$ cat src/rtl/fibo_checker.sv
// Fibonacci stream checker: validates one term per in_valid strobe, pulses match/done,
// latches a sticky error, counts passes and shows the last accepted term on two 7-seg digits.

module fibo_hex7seg (
  input  logic [3:0] nibble_i,
  output logic [6:0] seg_o
);
  // Active-low segments, bit order {g,f,e,d,c,b,a}
  always_comb begin
    seg_o = 7'b1111111;
    unique case (nibble_i)
      4'h0: seg_o = 7'b1000000;
      4'h1: seg_o = 7'b1111001;
      4'h2: seg_o = 7'b0100100;
      4'h3: seg_o = 7'b0110000;
      4'h4: seg_o = 7'b0011001;
      4'h5: seg_o = 7'b0010010;
      4'h6: seg_o = 7'b0000010;
      4'h7: seg_o = 7'b1111000;
      4'h8: seg_o = 7'b0000000;
      4'h9: seg_o = 7'b0010000;
      4'hA: seg_o = 7'b0001000;
      4'hB: seg_o = 7'b0000011;
      4'hC: seg_o = 7'b1000110;
      4'hD: seg_o = 7'b0100001;
      4'hE: seg_o = 7'b0000110;
      4'hF: seg_o = 7'b0001110;
      default: seg_o = 7'b1111111;
    endcase
  end
endmodule


$ cat config.mk
export PLATFORM = sky130hd
export DESIGN_NAME = fibo_hex7seg
export DESIGN_NICKNAME = d
export VERILOG_FILES = /design/src/rtl/fibo_checker.sv
export SDC_FILE = /design/constraint.sdc
export NUM_CORES = 1
export LEC_CHECK = 0
export CAP_MARGIN = 20
export CORE_AREA = 2 2 39 41
export DETAILED_ROUTE_END_ITERATION = 8
export DIE_AREA = 0 0 41 43
export REMOVE_ABC_BUFFERS = 1
export SLEW_MARGIN = 10
export SYNTH_ARGS = -nofsm -noshare
export SYNTH_HDL_FRONTEND = slang
export SYNTH_SLANG_ARGS = --single-unit
$ cat constraint.sdc
create_clock -name vclk -period 1.4
set_input_delay 0.21 -clock vclk [all_inputs]
set_output_delay 0.21 -clock vclk [all_outputs]
set_load 0.02 [all_outputs]
## Word-level counts from Yosys, hierarchy flattened

Memory sizes are Yosys's and may differ from the RTL's.
Index checks and enable logic that the tools add are counted.
W data, S select, Z words.

- Word-level logic and storage cells: 1
- Register bits: 0
- Bits in read-only memories: 112
- Input port bits: 4
- Output and inout port bits: 7
- Memories kept: 1

Memories:

| name | depth | bits a word | rd ports | clocked after Yosys merged registers in | write ports | RTL line | source |
|---|---|---|---|---|---|---|---|
| (no name shown) | 16 | 7 | 1 | 0 | 0 | 11 | `unique case (nibble_i)` |

## Logic depth before layout (Yosys ltp)

Gate-level depths: netlist of run 1.
An unclocked memory read counts as a cell.

- Depth after elaboration: 1
- Gate-level depth with buffers: 5
- Depth with buffers taken out: 5

## Least setup slack after synthesis of run 1

No wires, ideal clock.

- Kind: input to output
- Start: input nibble_i[1]
- End: output seg_o[0]
- Buffers on the path: 0
- Required time: 1190 ps
- Slack: -99 ps
- Data arrival time: 1289 ps
- Stages on the path: 5
- Path through: inv_1 ha_1 and2b_2 or3b_1 o21ai_0

- Word-level cells in the longest chain between the ends: 1

Ends and longest elaborated chain:

| item | RTL line | source |
|---|---|---|
| from (decl) | 5 | `input logic [3:0] nibble_i,` |
| $mem_v2 Z16 W7 | - |  |
| to (decl) | 6 | `output logic [6:0] seg_o` |

Every way passes these cells.

## Worst setup path after layout of run 1

Same ends and word-level chain as after synthesis.

==> results of run 1 <==
[worst min path at each step]
stage,end,slack [ns],cells after the start
final,seg_o[6],0.95,5
after global routing,seg_o[6],0.97,5
after CTS,seg_o[6],0.95,5
after detailed placement,seg_o[0],1.64,4
after global placement,seg_o[0],1.64,4
after floorplan,seg_o[5],0.55,1
[cells in the mapped netlist (2+ instances only)]
cell type,instances
ha_1,7
o21ai_0,2
nor2_1,5
inv_1,3
mux2i_1,4
a22o_1,2
[power by group]
group	switching (mW)	internal [mW]
Clock	0	0
Combinational	0.0849	0.0954
Sequential	0	0
Total	0.0849	0.0954
[cells in the final DEF (no fill, tap or decap)]
| cell | instances |
|---|---|
| a32o_1 | 1 |
| ha_4 | 3 |
| nor2_2 | 1 |
| inv_2 | 1 |
| nand2_1 | 1 |
| buf_8 | 2 |
| ha_1 | 3 |
| nor2_1 | 4 |
| inv_4 | 1 |
| clkdlybuf4s15_2 | 1 |
| and2b_2 | 1 |
| a21oi_1 | 1 |
| dlygate4sd2_1 | 1 |
| inv_8 | 1 |
| or3b_1 | 1 |
| mux2i_1 | 4 |
| o21ai_1 | 1 |
| buf_4 | 14 |
| buf_6 | 4 |
| buf_2 | 5 |
| ha_2 | 1 |
| a22o_1 | 2 |
| o21ai_0 | 1 |
| mux2_2 | 1 |
| mux4_2 | 1 |
[cells by family (layout without fill, tap and decap cells)]
kind of cell               after synthesis  in the layout  synth area share
muxes                                    6              6             0.282
and+or+nand+nor                          8              8             0.145
buffers and inverters                    5             30             0.100
adders and majority gates                7              7             0.318
AOI/OAI and AO/OA                        6              6             0.155
[worst max-delay path, cell delays in order]
cell and delay, ns:
buf_8 0.10, inv_8 0.05, ha_4 0.12, and2b_2 0.21, or3b_1 0.33, o21ai_1 0.08, buf_4 0.15
[stage by stage]
| step | power, mW | setup WS [ns] |
|---|---|---|
| final | 0.180 | -0.0759 |
| after global routing | 0.194 | -0.134 |
| after CTS | 0.180 | -0.0864 |
| after detailed placement | 0.163 | -1.07 |
| after global placement | 0.161 | -1.06 |
| after floorplan | 0.0709 | -0.0993 |
[per-layer routing]
| metal | up-vias | GRT usage | routed length, um |
|---|---|---|---|
| met5 | - | 0 | 0 |
| met4 | 0 | 0 | 0 |
| met3 | 0 | 0 | 8 |
| met2 | 4 | 0.169 | 416 |
| met1 | 142 | 0.108 | 325 |
| li1 | 163 | - | - |
[cell type report]
| type | instances | area, um2 |
|---|---|---|
| inverters | 3 | 21.3 |
| multi-input cells | 27 | 287 |
| fillers | 139 | 831 |
| repair buffers | 27 | 225 |
| well taps | 16 | 20.0 |
[timing repair]
item / in CTS / in global routing
endpoints found under the setup margin: 7 / 3
gates cloned: 1 / 0
resized for setup: 70 / 1
pin swaps: 3 / 1
setup buffers: 3 / 0
hold buffers: 0 / 0
==> flow_summary_export.csv, run 1 <==
group,metric,value,unit
layout,antenna_cells,0,
sta,setup_viol,3,
die,rows,14,
sta,whs,0.952,ns
power_and_ir_drop,leakage,0.274,nW
setup_path,endpoint,"seg_o[0]",
logic_synthesis,synthTopCellsByArea,"ha_1 32%, mux2i_1 15%, mux4_1 9.5%, nor2_1 6.8%, a22o_1 6.4%",
die,start_util,0.199,
layout,nClkBuffers,0,
sta,hold_viol_final,0,
layout,final_nets,70,
route,vias,309,
global_routing,grt_max_degree,7,
logic_synthesis,synth_top_area_cell,"ha_1",
logic_synthesis,yosysWarnings,0,
setup_path,arrival,1.27,ns
logic_synthesis,synth_top_area_share,0.318,
route,viasPerCell,4.23,
sta,min_period,1.48,ns
power_and_ir_drop,ir_drop,126,uV
setup_path,cp-end-kind,"primary output",
setup_path,crit_type,"in2out",
route,ant_nets,0,
sta,max_freq,678,MHz
layout,seq_area,0,um2
sta,fin_crit_sh,1.05,
flow_run,cap_violations,0,
route,drc,0,
sta,rsz0062_at_grt,"yes",
placed_design,hpwlAfterDp,584,um
layout,fin_util,0.400,
layout,syn_to_final_growth,101,%
setup_path,cp_max_fo,4,
global_routing,grt-ovfl-total,0,
die,die_x,41,um
sta,setup_ws,-0.0759,ns
min_path,worstHoldStart,"nibble_i[1]",
logic_synthesis,ys_types,15,
die,die_y,43,um
setup_path,start_kind,"input port",
layout,drive_gt1_frac,0.649,
logic_synthesis,synth_cells,32,
setup_path,critPathLaunch,"nibble_i[1]",
route,drt-initial-drc-count,0,
logic_synthesis,ys_seq_area_frac,0,
die,io_pins,11,
global_routing,grt_usage,0.0880,
placed_design,port_buffers,11,
placed_design,gp_congestion,0.725,
route,wl_per_cell,10.3,um
sta,slew_violations,0,
run_status,outcome,"finished with violations",
die,core,1380,um2
layout,postLayoutCellArea,553,um2
sta,slew_headroom,0.907,
run_status,violations,"negative setup slack",
logic_synthesis,avgSynthCellArea,8.60,um2
global_routing,antenna_found_initial,0,
sta,tns,-0.168,ns
min_path,hp-class,"in2out",
placed_design,placed_cell_area,479,um2
layout,final_cell_count_no_fill,73,
global_routing,grt_pass1_wl,1170,um
route,drt-total-wl,750,um
route,first_pass_iters,1,
global_routing,grt_pass1_vias,276,
logic_synthesis,netlist_area,275,um2
die,die-area,1760,um2
power_and_ir_drop,p_per_area,326,nW/um2
placed_design,place_inst,69,
setup_path,cp_data_required_time,1.19,ns
sta,worst_slew_pin_slew,0.136,ns
layout,flops_and_latches,0,
No activity file was read; power rests on OpenSTA's default activity.
==> run 2, diff against run 1 <==
--- a/config.mk
+++ b/config.mk
@@ -5,7 +5,7 @@
 export SDC_FILE = /design/constraint.sdc
 export NUM_CORES = 1
 export LEC_CHECK = 0
-export CAP_MARGIN = 20
+export CAP_MARGIN = 10
 export CORE_AREA = 2 2 39 41
 export DETAILED_ROUTE_END_ITERATION = 8
 export DIE_AREA = 0 0 41 43
==> results of run 2 <==
Same layout as run 1: the final DEF is identical, and so are final timing and power.
==> run 3, diff against run 2 <==
--- a/config.mk
+++ b/config.mk
@@ -5,10 +5,12 @@
 export SDC_FILE = /design/constraint.sdc
 export NUM_CORES = 1
 export LEC_CHECK = 0
+export ABC_AREA = 0
 export CAP_MARGIN = 10
 export CORE_AREA = 2 2 39 41
 export DETAILED_ROUTE_END_ITERATION = 8
 export DIE_AREA = 0 0 41 43
+export RECOVER_POWER = 25
 export REMOVE_ABC_BUFFERS = 1
 export SLEW_MARGIN = 10
 export SYNTH_ARGS = -nofsm -noshare
==> flow_summary_export.csv, run 3 (synthesized netlist as in run 1, its figures left out) <==
group,metric,value,unit
min_path,holdPathEnd,"seg_o[6]",
power_and_ir_drop,ir_drop,126,uV
sta,min_period,1.48,ns
setup_path,cp_data_required_time,1.19,ns
layout,fill_cells,139,
route,ant_nets,0,
min_path,hp-class,"in2out",
setup_path,arrival,1.27,ns
route,vias,309,
die,die_y,43,um
sta,setup_viol,3,
sta,whs,0.952,ns
layout,multi_input_area,287,um2
layout,final_common_cell,"buf_4",
global_routing,grt_max_degree,7,
global_routing,grt_pass1_vias,276,
sta,setup_ws,-0.0759,ns
layout,antenna_cells,0,
layout,seq_area,0,um2
global_routing,grt_usage,0.0880,
layout,syn_to_final_growth,101,%
placed_design,post-place-ws,-1.07,ns
sta,slew_violations,0,
layout,drive_gt1_frac,0.649,
setup_path,start_kind,"input port",
die,core,1380,um2
setup_path,critPathLaunch,"nibble_i[1]",
route,first_pass_iters,1,
flow_run,cap_violations,0,
run_status,outcome,"finished with violations",
layout,most-common-layout-cells,"14 x buf_4, 4 x mux2i_1, 4 x nor2_1, 4 x buf_2, 4 x buf_6",
placed_design,port_buffers,11,
min_path,worstHoldStart,"nibble_i[1]",
route,drc,0,
power_and_ir_drop,leakage,0.274,nW
placed_design,hpwlAfterDp,584,um
route,wl_per_cell,10.3,um
power_and_ir_drop,p_seq_frac,0,
global_routing,antenna_found_initial,0,
setup_path,cp_max_fo,4,
sta,rsz0062_at_grt,"yes",
power_and_ir_drop,p_int,0.0954,mW
sta,max_freq,678,MHz
power_and_ir_drop,clockPowerShare,0,
sta,hold_viol_final,0,
layout,nClkBuffers,0,
setup_path,crit_type,"in2out",
route,drt-total-wl,749,um
die,start_util,0.199,
global_routing,grt_pass1_wl,1170,um
power_and_ir_drop,p_sw,0.0849,mW
die,die_x,41,um
power_and_ir_drop,power.share.switching,0.471,
sta,slew_headroom,0.907,
route,drt-initial-drc-count,0,
sta,worst_slew_pin_slew,0.136,ns
route,viasPerCell,4.23,
run_status,violations,"negative setup slack",
power_and_ir_drop,p_per_area,326,nW/um2
setup_path,cp-end-kind,"primary output",
sta,fin_crit_sh,1.05,
placed_design,gp_congestion,0.725,
die,die-area,1760,um2
min_path,hold_depth,5,
global_routing,grt-ovfl-total,0,
power_and_ir_drop,comb_power_share,1.000,
die,io_pins,11,
layout,final_nets,70,
layout,flops_and_latches,0,
die,rows,14,
## run 3: cell count changes in the layout (fill, tap and decap cells not counted), sizes merged
| cell | delta |
|---|---|
| clkbuf | +1 |
| buf | -1 |
## run 3: power groups by stage
stage	clock network (mW)	registers, mW	logic, mW
2_1_floorplan	0	0	0.0709
3_3_place_gp	0	0	0.161
3_5_place_dp	0	0	0.163
4_1_cts	0	0	0.180
5_1_grt	0	0	0.194
6_report	0	0	0.180
## run 3: layer usage
metal | wire length, um | vias to the layer above | global-route usage | share of wire
met5 | 0 | - | 0 | 0
met4 | 0 | 0 | 0 | 0
met3 | 8 | 0 | 0 | 0.011
met2 | 416 | 4 | 0.169 | 0.56
met1 | 324 | 142 | 0.108 | 0.43
li1 | - | 163 | - | -
## run 3: worst max-delay path, cell delays in order
cell and delay, ns:
buf_8 0.10, inv_8 0.05, ha_4 0.12, and2b_2 0.21, or3b_1 0.33, o21ai_1 0.08
buf_4 0.15
## run 3: per-stage QoR
stage          power [mW]  std cells  TNS (ns)  area, um2  utilization
2_1_floorplan      0.0709         30   -0.0993        259            -
4_1_cts             0.180         73    -0.214        543        0.392
3_3_place_gp        0.161         69     -6.20        479        0.346
5_1_grt             0.194         73    -0.276        553        0.400
3_5_place_dp        0.163         69     -6.22        479        0.346
6_report            0.180         73    -0.168        553        0.400
## run 3: repair_timing
action | CTS | global route
hold buffers | 0 | 0
gates cloned | 1 | 0
pin swaps | 3 | 1
setup endpoints to repair | 7 | 3
gates resized for setup | 70 | 1
setup buffers | 3 | 0
## run 3: area by class of cell
type	count	share of cell area
Multi-Input combinational cell	27	0.518
Timing Repair Buffer	27	0.407
Inverter	3	0.0385
Tap cell	16	0.0362
## run 3: worst max path at each step
stage,endpoint,slack [ns]
floorplan,seg_o[0],-0.1
global placement,seg_o[0],-1.06
detailed placement,seg_o[0],-1.07
CTS,seg_o[0],-0.09
global route,seg_o[0],-0.13
finish,seg_o[0],-0.08
